## src/rtl/csa_accum_ctrl.sv

```systemverilog
`timescale 1ns/1ps
// csa_accum_ctrl: streams operands into a carry-save sum/carry pair, then resolves the
// pair with one carry-propagate add and hands the modulo-2^DW total downstream.

// 3:2 compressor: out1 is the bitwise sum, out2 the majority shifted up one place.
// The MSB carry is dropped, so the pair stays modulo-2^W exact.
module generic_csa #(
  parameter int unsigned W = 32
) (
  input  logic [W-1:0] i_in1,
  input  logic [W-1:0] i_in2,
  input  logic [W-1:0] i_in3,
  output logic [W-1:0] o_out1,
  output logic [W-1:0] o_out2
);

  logic [W-1:0] w_maj;

  // Bitwise sum and majority of the three inputs
  always_comb begin
    w_maj  = (i_in1 & i_in2) | (i_in1 & i_in3) | (i_in2 & i_in3);
    o_out1 = i_in1 ^ i_in2 ^ i_in3;
    o_out2 = {w_maj[W-2:0], 1'b0};
  end

endmodule

module csa_accum_ctrl #(
  parameter int unsigned DW = 32,
  parameter int unsigned CW = 8
) (
  input  logic          clk,
  input  logic          rst,
  input  logic          in_valid,
  output logic          in_ready,
  input  logic [DW-1:0] in_data,
  input  logic          in_last,
  output logic          out_valid,
  input  logic          out_ready,
  output logic [DW-1:0] out_data,
  output logic [CW-1:0] out_count,
  output logic          out_sat
);

  typedef enum logic [1:0] {
    StAccum,
    StResolve,
    StOutput
  } state_e;

  state_e        r_state;
  state_e        w_state_next;
  logic [DW-1:0] r_sum;
  logic [DW-1:0] r_carry;
  logic [CW-1:0] r_count;
  logic          r_sat;
  logic [DW-1:0] r_out_data;
  logic [CW-1:0] r_out_count;
  logic          r_out_sat;

  logic [DW-1:0] w_csa_sum;
  logic [DW-1:0] w_csa_carry;
  logic          w_xfer;
  logic          w_count_max;

  generic_csa #(
    .W (DW)
  ) u_csa (
    .i_in1  (r_sum),
    .i_in2  (r_carry),
    .i_in3  (in_data),
    .o_out1 (w_csa_sum),
    .o_out2 (w_csa_carry)
  );

  assign w_xfer      = in_valid & in_ready;
  assign w_count_max = &r_count;

  // State register
  always_ff @(posedge clk or posedge rst) begin
    if (rst) begin
      r_state <= StAccum;
    end else begin
      r_state <= w_state_next;
    end
  end

  // Next-state: accumulate until the last operand, one resolve cycle, then hold for downstream
  always_comb begin
    w_state_next = r_state;
    unique case (r_state)
      StAccum:   if (w_xfer && in_last) w_state_next = StResolve;
      StResolve: w_state_next = StOutput;
      StOutput:  if (out_ready) w_state_next = StAccum;
      default:   w_state_next = StAccum;
    endcase
  end

  // Handshake outputs depend on state only, so no in_* -> out_* or out_ready -> in_ready path
  always_comb begin
    in_ready  = 1'b0;
    out_valid = 1'b0;
    unique case (r_state)
      StAccum:   in_ready  = 1'b1;
      StResolve: ;
      StOutput:  out_valid = 1'b1;
      default:   ;
    endcase
  end

  // Carry-save accumulation, resolve add and group clear on result handoff
  always_ff @(posedge clk or posedge rst) begin
    if (rst) begin
      r_sum       <= '0;
      r_carry     <= '0;
      r_count     <= '0;
      r_sat       <= 1'b0;
      r_out_data  <= '0;
      r_out_count <= '0;
      r_out_sat   <= 1'b0;
    end else begin
      unique case (r_state)
        StAccum: begin
          if (w_xfer) begin
            r_sum   <= w_csa_sum;
            r_carry <= w_csa_carry;
            if (w_count_max) begin
              r_sat <= 1'b1;
            end else begin
              r_count <= r_count + CW'(1);
            end
          end
        end
        StResolve: begin
          r_out_data  <= r_sum + r_carry;
          r_out_count <= r_count;
          r_out_sat   <= r_sat;
        end
        StOutput: begin
          if (out_ready) begin
            r_sum   <= '0;
            r_carry <= '0;
            r_count <= '0;
            r_sat   <= 1'b0;
          end
        end
        default: ;
      endcase
    end
  end

  assign out_data  = r_out_data;
  assign out_count = r_out_count;
  assign out_sat   = r_out_sat;

endmodule

```

## config.mk

```make
export PLATFORM = sky130hd
export DESIGN_NAME = csa_accum_ctrl
export DESIGN_NICKNAME = d
export VERILOG_FILES = /design/src/rtl/csa_accum_ctrl.sv
export SDC_FILE = /design/constraint.sdc
export NUM_CORES = 1
export LEC_CHECK = 0
export CAP_MARGIN = 25
export CORE_MARGIN = 1
export CORE_UTILIZATION = 35
export DETAILED_ROUTE_END_ITERATION = 10
export PLACE_DENSITY_LB_ADDON = 0.05
export SLEW_MARGIN = 25
export SYNTH_ARGS = -nofsm -noshare
export SYNTH_HDL_FRONTEND = slang
export SYNTH_SLANG_ARGS = --single-unit
```

## constraint.sdc

```tcl
create_clock -name clk -period 4.8 [get_ports clk]
set_input_delay 1.2 -clock clk [delete_from_list [all_inputs] [get_ports clk]]
set_output_delay 1.2 -clock clk [all_outputs]
set_load 0.01 [all_outputs]
```

# ---- Word-level counts from Yosys, hierarchy flattened
# Index checks and enable logic that the tools add are counted.
dict set report op_classes {
  n_addsub 2
  n_eq_ne 7
  mux 18
  bitwise 8
  n_reduce_logical 8
}
# operator count
set op_table {}
lappend op_table {{32-bit case mux with 2 select lines} 2}
lappend op_table {{32-bit two-way mux} 3}
lappend op_table {{31-bit AND} 3}
lappend op_table {{32-bit XOR} 2}
lappend op_table {{31-bit OR} 2}
lappend op_table {{32-bit adder} 1}
lappend op_table {{8-bit two-way mux} 3}
lappend op_table {{8-bit case mux with 2 select lines} 1}
lappend op_table {{2-bit inequality test (second input constant)} 5}
lappend op_table {{8-bit by 1-bit adder with 8-bit output (second input constant)} 1}
lappend op_table {{4-bit AND reduction} 2}
lappend op_table {{8-bit AND reduction} 1}
lappend op_table {{2-bit case mux with 3 select lines} 1}
lappend op_table {{1-bit two-way mux} 5}
lappend op_table {{2-bit two-way mux} 2}
lappend op_table {{3-bit AND reduction} 1}
lappend op_table {{2-bit by 1-bit equality test with 1-bit output (second input constant)} 1}
lappend op_table {{2-bit equality test (second input constant)} 1}
lappend op_table {{2-bit logical NOT} 1}
lappend op_table {{1-bit case mux with 2 select lines} 1}
lappend op_table {{2-bit AND reduction} 1}
lappend op_table {{2-bit nonzero test} 1}
lappend op_table {{1-bit AND} 1}
lappend op_table {{1-bit logical AND} 1}
dict set report totals {
  regBits 116
  output_inout_bits 43
  word_cells 51
}

# ---- Longest topological paths before layout
# Gate-level depths: netlist (run 1).
dict set report depth {
  word_depth 6
  ltp_mapped 11
  ltp_nobuf 11
}

# ---- Hierarchy
# Synthesis (run 1) repeated with hierarchy kept, for this count alone.
dict set report hier_totals {
  cells_unflattened 622
  area_unflattened_um2 6607.6
}
# module n_inst cells_per_inst area_each_um2 seq_area_each_um2
set by_module_without_submodules {}
lappend by_module_without_submodules {csa_accum_ctrl 1 588 5952.0 2902.8}
lappend by_module_without_submodules {generic_csa 1 34 655.6 0.0}

# ---- Least setup slack after synthesis (run 1)
# OpenSTA, ideal clock, no wires.
dict set report synth_timing {
  path_kind {reg-to-reg}
  from {reg r_sum[1]}
  to {reg r_out_data[31], in the netlist out_data[31]}
  setup_time_ps 137
  t_arrival_ps 2287
  setup_slack_ps 2376
  path_stages_with_launch 12
  cell_sequence {dfrtp_1 > ha_1 > inv_1 > fa_1 > nor2b_1 > o31a_2 > a211oi_4 > o32a_4 > o311ai_4 > a21boi_2 > o211ai_1 > o311ai_1}
}
dict set report synth_between {
  elab_chain_cells 1
}
# item line_no
set synth_lines {}
lappend synth_lines {{from (decl)} 53} ;# logic [DW-1:0] r_sum;
lappend synth_lines {{from (signal assigned)} 125} ;# r_sum <= w_csa_sum;
lappend synth_lines {{32-bit adder} 135} ;# r_out_data <= r_sum + r_carry;
lappend synth_lines {{to (signal assigned)} 135}
lappend synth_lines {{to (decl)} 57} ;# logic [DW-1:0] r_out_data;
# Every way passes these cells.
# A chain may end at the register's enable or synchronous reset.

# ---- Final worst setup path (run 1)
dict set report layout_timing {
  from {in in_valid}
  to {reg r_sum[15]}
}
dict set report layout_between {
  elab_chain_cells 3
}
# item line_no
set layout_lines {}
lappend layout_lines {{from (decl)} 34} ;# input logic in_valid,
lappend layout_lines {{1-bit AND} 76} ;# assign w_xfer = in_valid & in_ready;
lappend layout_lines {{2-bit inequality test (no source line)} n/a}
lappend layout_lines {{3-bit AND reduction (no source line)} n/a}
# Every way passes these cells.

==> results.md, run 1 <==
- CTS max path bufs: 2
- Skew final: 15.1 ps
- WL/cell: ~17 um
- Startpoint types: input pin
- Share of layout cells above drive strength 1: 0.0771
- Total wire length: about 15 mm
- Rel. slew slack: 0.388
- Fin crit share: 0.612
- Initial Utilization: 0.358
- Unrepaired setup endpoints after global routing: false
- Kind of critical path: in2reg
- Worst Hold Class: reg2reg
- Final nets: 775
- CTS Buf Count: 17
- Final HPWL DP: 10.7 mm
- CORE AREA: 18000 um2
- GPL Wtd Cong: 0.778
- Initial DRC count: roughly 280
- Critical path's top delay family: buffers and inverters
- # resized after CTS: 0
- Synth Cell Area: 6450 um2
- Fin. max-slew vios: 0
- CTS tree: built
- Die W: 138 um
- Synthesized area per cell: 10.7 um2
- Crit path largest cell delay: 560 ps
- Worst-path cell chain: clkdlybuf4s50_1 -> and2_2 -> buf_4 -> nor2_4 -> buf_4 -> a22o_1
- DR vias/cell: 5.20
- Most Frequent Cell on Critical Path: buf_4
- Global-route wire length before repair: roughly 25 mm
- CP Capture Type: flop
- Chip Height: ~140 um
- Slowest CP cell: nor2_4
- Status: complete, no violations
- CP bufs+invs: 3
- Post-layout minimum cycle time: between 2000 and 3000 ps
- Die ar.: 19000 um2
- CP max FO: 65
- DRC Markers: 0
- Fillcell total: 1712
- Root Buffer: clkbuf_16
- LEAKAGE: roughly 3.7 nW
- Skew-Pair Late Insertion Delay: between 400 and 500 ps
- Setup TNS: 0 ps
- Drt first pass iters: 4
- Tot GR Track Use: 0.176
- Register area share after synthesis: 0.446
- # IOs: 80
- Area occupied by registers: 2880 um2
- Finish-stage setup viols: 0
- Routed Antenna Nets: 0
- Row Count: 49
- Yosys warning total: 0
- Max Fclk: about 340 MHz
- Hold Vio Cnt, Final: 0
- Hold_buf cts: 0
- CP Data Arrival Time: roughly 3300 ps
- Initial antenna violation count: 0
- Worst vdd ir: about 0.32 mV
- Antenna Cells: 0
- Netlist cell types: 54
- Ys async rst share: 1.00
- Area occupied by multi-input gates: about 3400 um2
- Synth Instances: 602
- Register bit total from synthesis: between 100 and 150
- Post-synth EDFFs: 0
- Largest net degree at the start of global routing: 69
- Total gr overflow: 0
- Worst path required time: 5150 ps
- H-tree level count: 4
- Main synth FF type: dfrtp_1
- Layout overhead on the synthesized area: 26.1%
- Power Total: roughly 0.0057 W
- Vias: 4764
- Post-Synthesis Net Count: 702
- Slew at the pin with the worst max-slew slack: slightly above 900 ps
- Pwr dens: 696 nW/um2
- IO buf count: a little under 80
- Clock slew at reported path FFs: 50 ps
- Setup bufs post-CTS: 0
- Maximum capacitance violations: 0
- Number of global-route vias before repair: roughly 4800
- CTS sink count: approximately 120
[final cells by class]
type	count	share of cell area
Clock buffer	23	0.0624
Multi-Input combinational cell	446	0.422
Sequential cell	115	0.354
Timing Repair Buffer	85	0.104
Clock inverter	8	0.0180
Tap cell	229	0.0352
Inverter	10	0.00492
[final timing paths]
kind                                  start           end  slack, ps  cells past startpoint
worst max-delay path               in_valid     r_sum[15]       1860                      6
worst min-delay path            out_data[5]   out_data[5]        480                      1
worst max register to register     r_sum[4]  out_data[28]       1950                      9
worst min register to register  out_data[5]   out_data[5]        480                      1
max in group asynchronous               rst  out_data[21]       2770                      3
min in group asynchronous               rst       out_sat       1230                      2
[power by group]
| part | switching, W | internal, W |
|---|---|---|
| Sequential | 0.000374 | 0.00136 |
| Clock | 0.000443 | 0.000948 |
| Combinational | 0.00133 | 0.00120 |
[layer usage]
layer | vias up | track usage | part of all wire
met5 | - | 0 | 0
li1 | 2328 | - | -
met3 | 8 | 0.0287 | 0.030
met2 | 87 | 0.280 | 0.48
met4 | 0 | 0.0610 | 0.0061
met1 | 2341 | 0.241 | 0.49
[cells in the final DEF (no fill, tap or decap), drive strengths merged, types with 5 or more instances in the layout]
cell,count
a21o,11
a21oi,34
a22o,62
a31oi,6
and2,5
buf,6
clkbuf,23
clkdlybuf4s50,79
dfrtp,115
fa,31
ha,32
inv,10
nand2,88
nand3,8
nand4,8
nor2,20
nor2b,9
nor3,6
o21ai,48
xnor2,12
xor2,17
[registers in the layout (all words and copies together), names as in the netlist]
name,cells
out_data,32
r_sum,32
r_carry,31
out_count,8
r_count,8
r_state,2
out_sat,1
r_sat,1
[kinds of logic (layout without fill, tap and decap cells)]
| family | count (synthesis) | in the layout | synth area share |
|---|---|---|---|
| DFF | 115 | 115 | 0.446 |
| AOI/OAI and AO/OA | 191 | 191 | 0.216 |
| adders and majority gates | 63 | 63 | 0.158 |
| muxes | 1 | 1 | 0.00155 |
| and+or+nand+nor | 162 | 162 | 0.114 |
| xor gates and xnor gates | 29 | 29 | 0.0394 |
| buffers and inverters | 41 | 126 | 0.0239 |
[synthesized netlist by cell type, types with 4 or more instances]
| cell | number | area (um2) |
|---|---|---|
| dfrtp_1 | 115 | 2880 |
| nand2_1 | 88 | 330 |
| a22o_1 | 62 | 543 |
| o21ai_0 | 45 | 225 |
| a21oi_1 | 33 | 165 |
| ha_1 | 32 | 400 |
| clkbuf_1 | 31 | 116 |
| fa_1 | 31 | 621 |
| nor2_1 | 20 | 75.1 |
| xor2_1 | 17 | 149 |
| xnor2_1 | 12 | 105 |
| a21o_1 | 11 | 82.6 |
| inv_1 | 10 | 37.5 |
| nor2b_1 | 9 | 56.3 |
| nand3_1 | 8 | 40.0 |
| nand4_1 | 8 | 50.1 |
| a31oi_1 | 6 | 37.5 |
| nor3_1 | 6 | 30.0 |
| and2_1 | 4 | 25.0 |
| nand2b_1 | 4 | 25.0 |
| o21bai_1 | 4 | 30.0 |
| or3_1 | 4 | 25.0 |
[stage by stage]
| stage | worst slack (ps) | hold WS, ps | cell area [um2] | utilization | instances |
|---|---|---|---|---|---|
| final | 1860 | 476 | 8140 | 0.451 | 916 |
| after global routing | 1740 | 497 | 8140 | 0.451 | 916 |
| after CTS | 1880 | 479 | 8140 | 0.451 | 916 |
| after detailed placement | 1440 | 466 | 7480 | 0.415 | 885 |
| after global placement | 1490 | 459 | 7480 | 0.415 | 885 |
| after floorplan | 556 | 440 | 6450 | - | 602 |
No activity file was read; power rests on OpenSTA's default activity.
==> run 2, diff against run 1 <==
==> constraint.sdc (replaced) <==
create_clock -name clk -period 2.7 [get_ports clk]
set_input_delay 0.675 -clock clk [delete_from_list [all_inputs] [get_ports clk]]
set_output_delay 0.675 -clock clk [all_outputs]
set_load 0.01 [all_outputs]
==> results.md, run 2 (same netlist as run 1, synthesis figures left out) <==
- WHS Path Cells: 2 (+1)
- # IOs: 80 (unchanged)
- Hold Vio Cnt, Final: 0 (unchanged)
- Fin. max-slew vios: 0 (unchanged)
- DRC Markers: 0 (unchanged)
- Final core occ: 0.454 (+0.00208)
- CTS tree: built
- Final nets: 786 (+1.4%)
- Drt first pass iters: 4 (unchanged)
- Worst path required time: 3050 ps (-2100 ps)
- Worst vdd ir: 0.516 mV (+59%)
- Maximum capacitance violations: 0 (unchanged)
- Largest net degree at the start of global routing: 48 (-30%)
- Final HPWL DP: 10.9 mm (+1.2%)
- Area occupied by multi-input gates: 3450 um2 (+0.58%)
- Skew final: 10.7 ps (-4.38 ps)
- CP Capture Type: flop
- CTS sink count: 115 (unchanged)
- Commonest non-fill, non-tap cells in the layout: dfrtp_1, nand2_1, clkdlybuf4s50_1, a22o_1, o21ai_0
- Post-layout minimum cycle time: 2570 ps
- LEAKAGE: 3.73 nW (+0.40%)
- CTS max path bufs: 2 (unchanged)
- Row Count: 49 (unchanged)
- DR vias/cell: 5.23 (+0.53%)
- Initial Utilization: 0.358 (unchanged)
- IO buf count: 79 (unchanged)
- Area occupied by registers: 2880 um2 (unchanged)
- CORE AREA: 18000 um2 (unchanged)
- Most common cell after layout, fill and taps aside: dfrtp_1
- Setup TNS: 0 ps (unchanged)
- Die ar.: 19000 um2 (unchanged)
- Finish-stage setup viols: 0 (unchanged)
- Post-Place Cells: 894 (+1.0%)
- CP Data Arrival Time: 2920 ps (-370 ps)
- CP max FO: 6 (-91%)
- Hold_buf cts: 0 (unchanged)
- Clock slew at reported path FFs: 50 ps (about the same)
- Status: complete, no violations
- Share of layout cells above drive strength 1: 0.0987 (+0.0216)
- Non-Filler Instances: 928 (+1.3%)
- Skew-Pair Late Insertion Delay: 420 ps (about the same)
- Routed Antenna Nets: 0 (unchanged)
- GPL Wtd Cong: 0.828 (+6.4%)
- Post-DP Area: 7560 um2 (+1.1%)
- Startpoint types: flop
- Fin crit share: 0.952
- Chip Height: 138 um (unchanged)
- Worst Hold Class: reg2reg
- Unrepaired setup endpoints after global routing: true
- Vias: 4852 (+1.8%)
- Tot GR Track Use: 0.179 (+0.00359)
- Initial DRC count: 211 (-25%)
- Layout overhead on the synthesized area: 26.7%
- Root Buffer: clkbuf_16
- Die W: 138 um (unchanged)
- Antenna Cells: 0 (unchanged)
- Global-route wire length before repair: 25.8 mm (+1.7%)
- Finished Cell Area: 8180 um2 (+0.46%)
- Initial antenna violation count: 0 (unchanged)
- Slew at the pin with the worst max-slew slack: 541 ps (-377 ps)
- H-tree level count: 4 (unchanged)
- CTS Buf Count: 17 (unchanged)
- Pwr dens: 1200 nW/um2 (+73%)
- Kind of critical path: reg2reg
- Number of global-route vias before repair: 4957 (+2.5%)
- Power Total: 0.00985 W (+74%)
- Rel. slew slack: 0.639 (+0.251)
- Total wire length: 15.2 mm (-0.45%)
- Total gr overflow: 0 (unchanged)
- WL/cell: 16.3 um (-1.7%)
- Max Fclk: 389 MHz
- R2R depth: 8 (-1)
- Fillcell total: 1746 (+2.0%)
-- run 2: changes by cell type in the layout (fill, tap and decap cells not counted), moves of 3 or more --
| cell | before | now |
|---|---|---|
| buf_4 | 5 | 15 |
| bufinv_16 | 4 | 1 |
| clkinv_2 | 2 | 5 |
| clkinvlp_4 | 1 | 4 |
-- run 2: worst max-delay path: stages (launching register included) --
cell and delay [ps]:
dfrtp_1 410, ha_1 340, nor2b_1 220, a311o_2 260, a21oi_4 100, o41ai_2 450
nor2_1 150, or4_1 490, nand3_1 90
-- run 2: final timing paths --
kind	start	endpoint	slack, ps
hold / removal	out_count[5]	out_count[5]	470
setup reg to reg	r_sum[3]	out_data[26]	130
setup / recovery	r_sum[3]	out_data[26]	130
max in group asynchronous	rst	out_data[18]	1470
hold reg to reg	out_count[5]	out_count[5]	470
min in group asynchronous	rst	r_sum[0]	510
-- run 2: stage by stage --
step	setup WS, ps	hold WS (ps)
after CTS	69.3	478
after floorplan	276	440
final	131	470
after global placement	141	458
after detailed placement	106	458
after global routing	-47.1	502
-- run 2: routing by layer --
metal / up-vias / track usage / share of wire / wire (um)
met5: - / 0 / 0 / 0
li1: 2348 / - / - / -
met3: 19 / 0.0357 / 0.027 / 407
met1: 2405 / 0.234 / 0.47 / 7090
met2: 80 / 0.290 / 0.49 / 7430
met4: 0 / 0.0731 / 0.016 / 240
-- run 2: where the power goes --
group / switching (W) / leakage [nW] / internal (W) / total (W)
registers: 0.000653 / 1.48 / 0.00242 / 0.00308
clock network: 0.000802 / 0.281 / 0.00138 / 0.00218
logic: 0.00239 / 1.97 / 0.00220 / 0.00459
total: 0.00385 / 3.73 / 0.00600 / 0.00985
-- run 2: area by class of cell --
class / instances / share of cell area
multi-input combinational: 446 / 0.422
sequential: 115 / 0.352
inverter: 10 / 0.00505
tap: 229 / 0.0350
timing repair buffer: 96 / 0.115
clock inverter: 9 / 0.00949
clock buffer: 23 / 0.0609
-- run 2: timing repair --
| item | 4_1_cts | 5_1_grt |
|---|---|---|
| gates resized for setup | 0 | 6 |
| endpoints found under the hold margin | 0 | 0 |
| setup endpoints to repair | 0 | 7 |
| setup buffers | 0 | 2 |
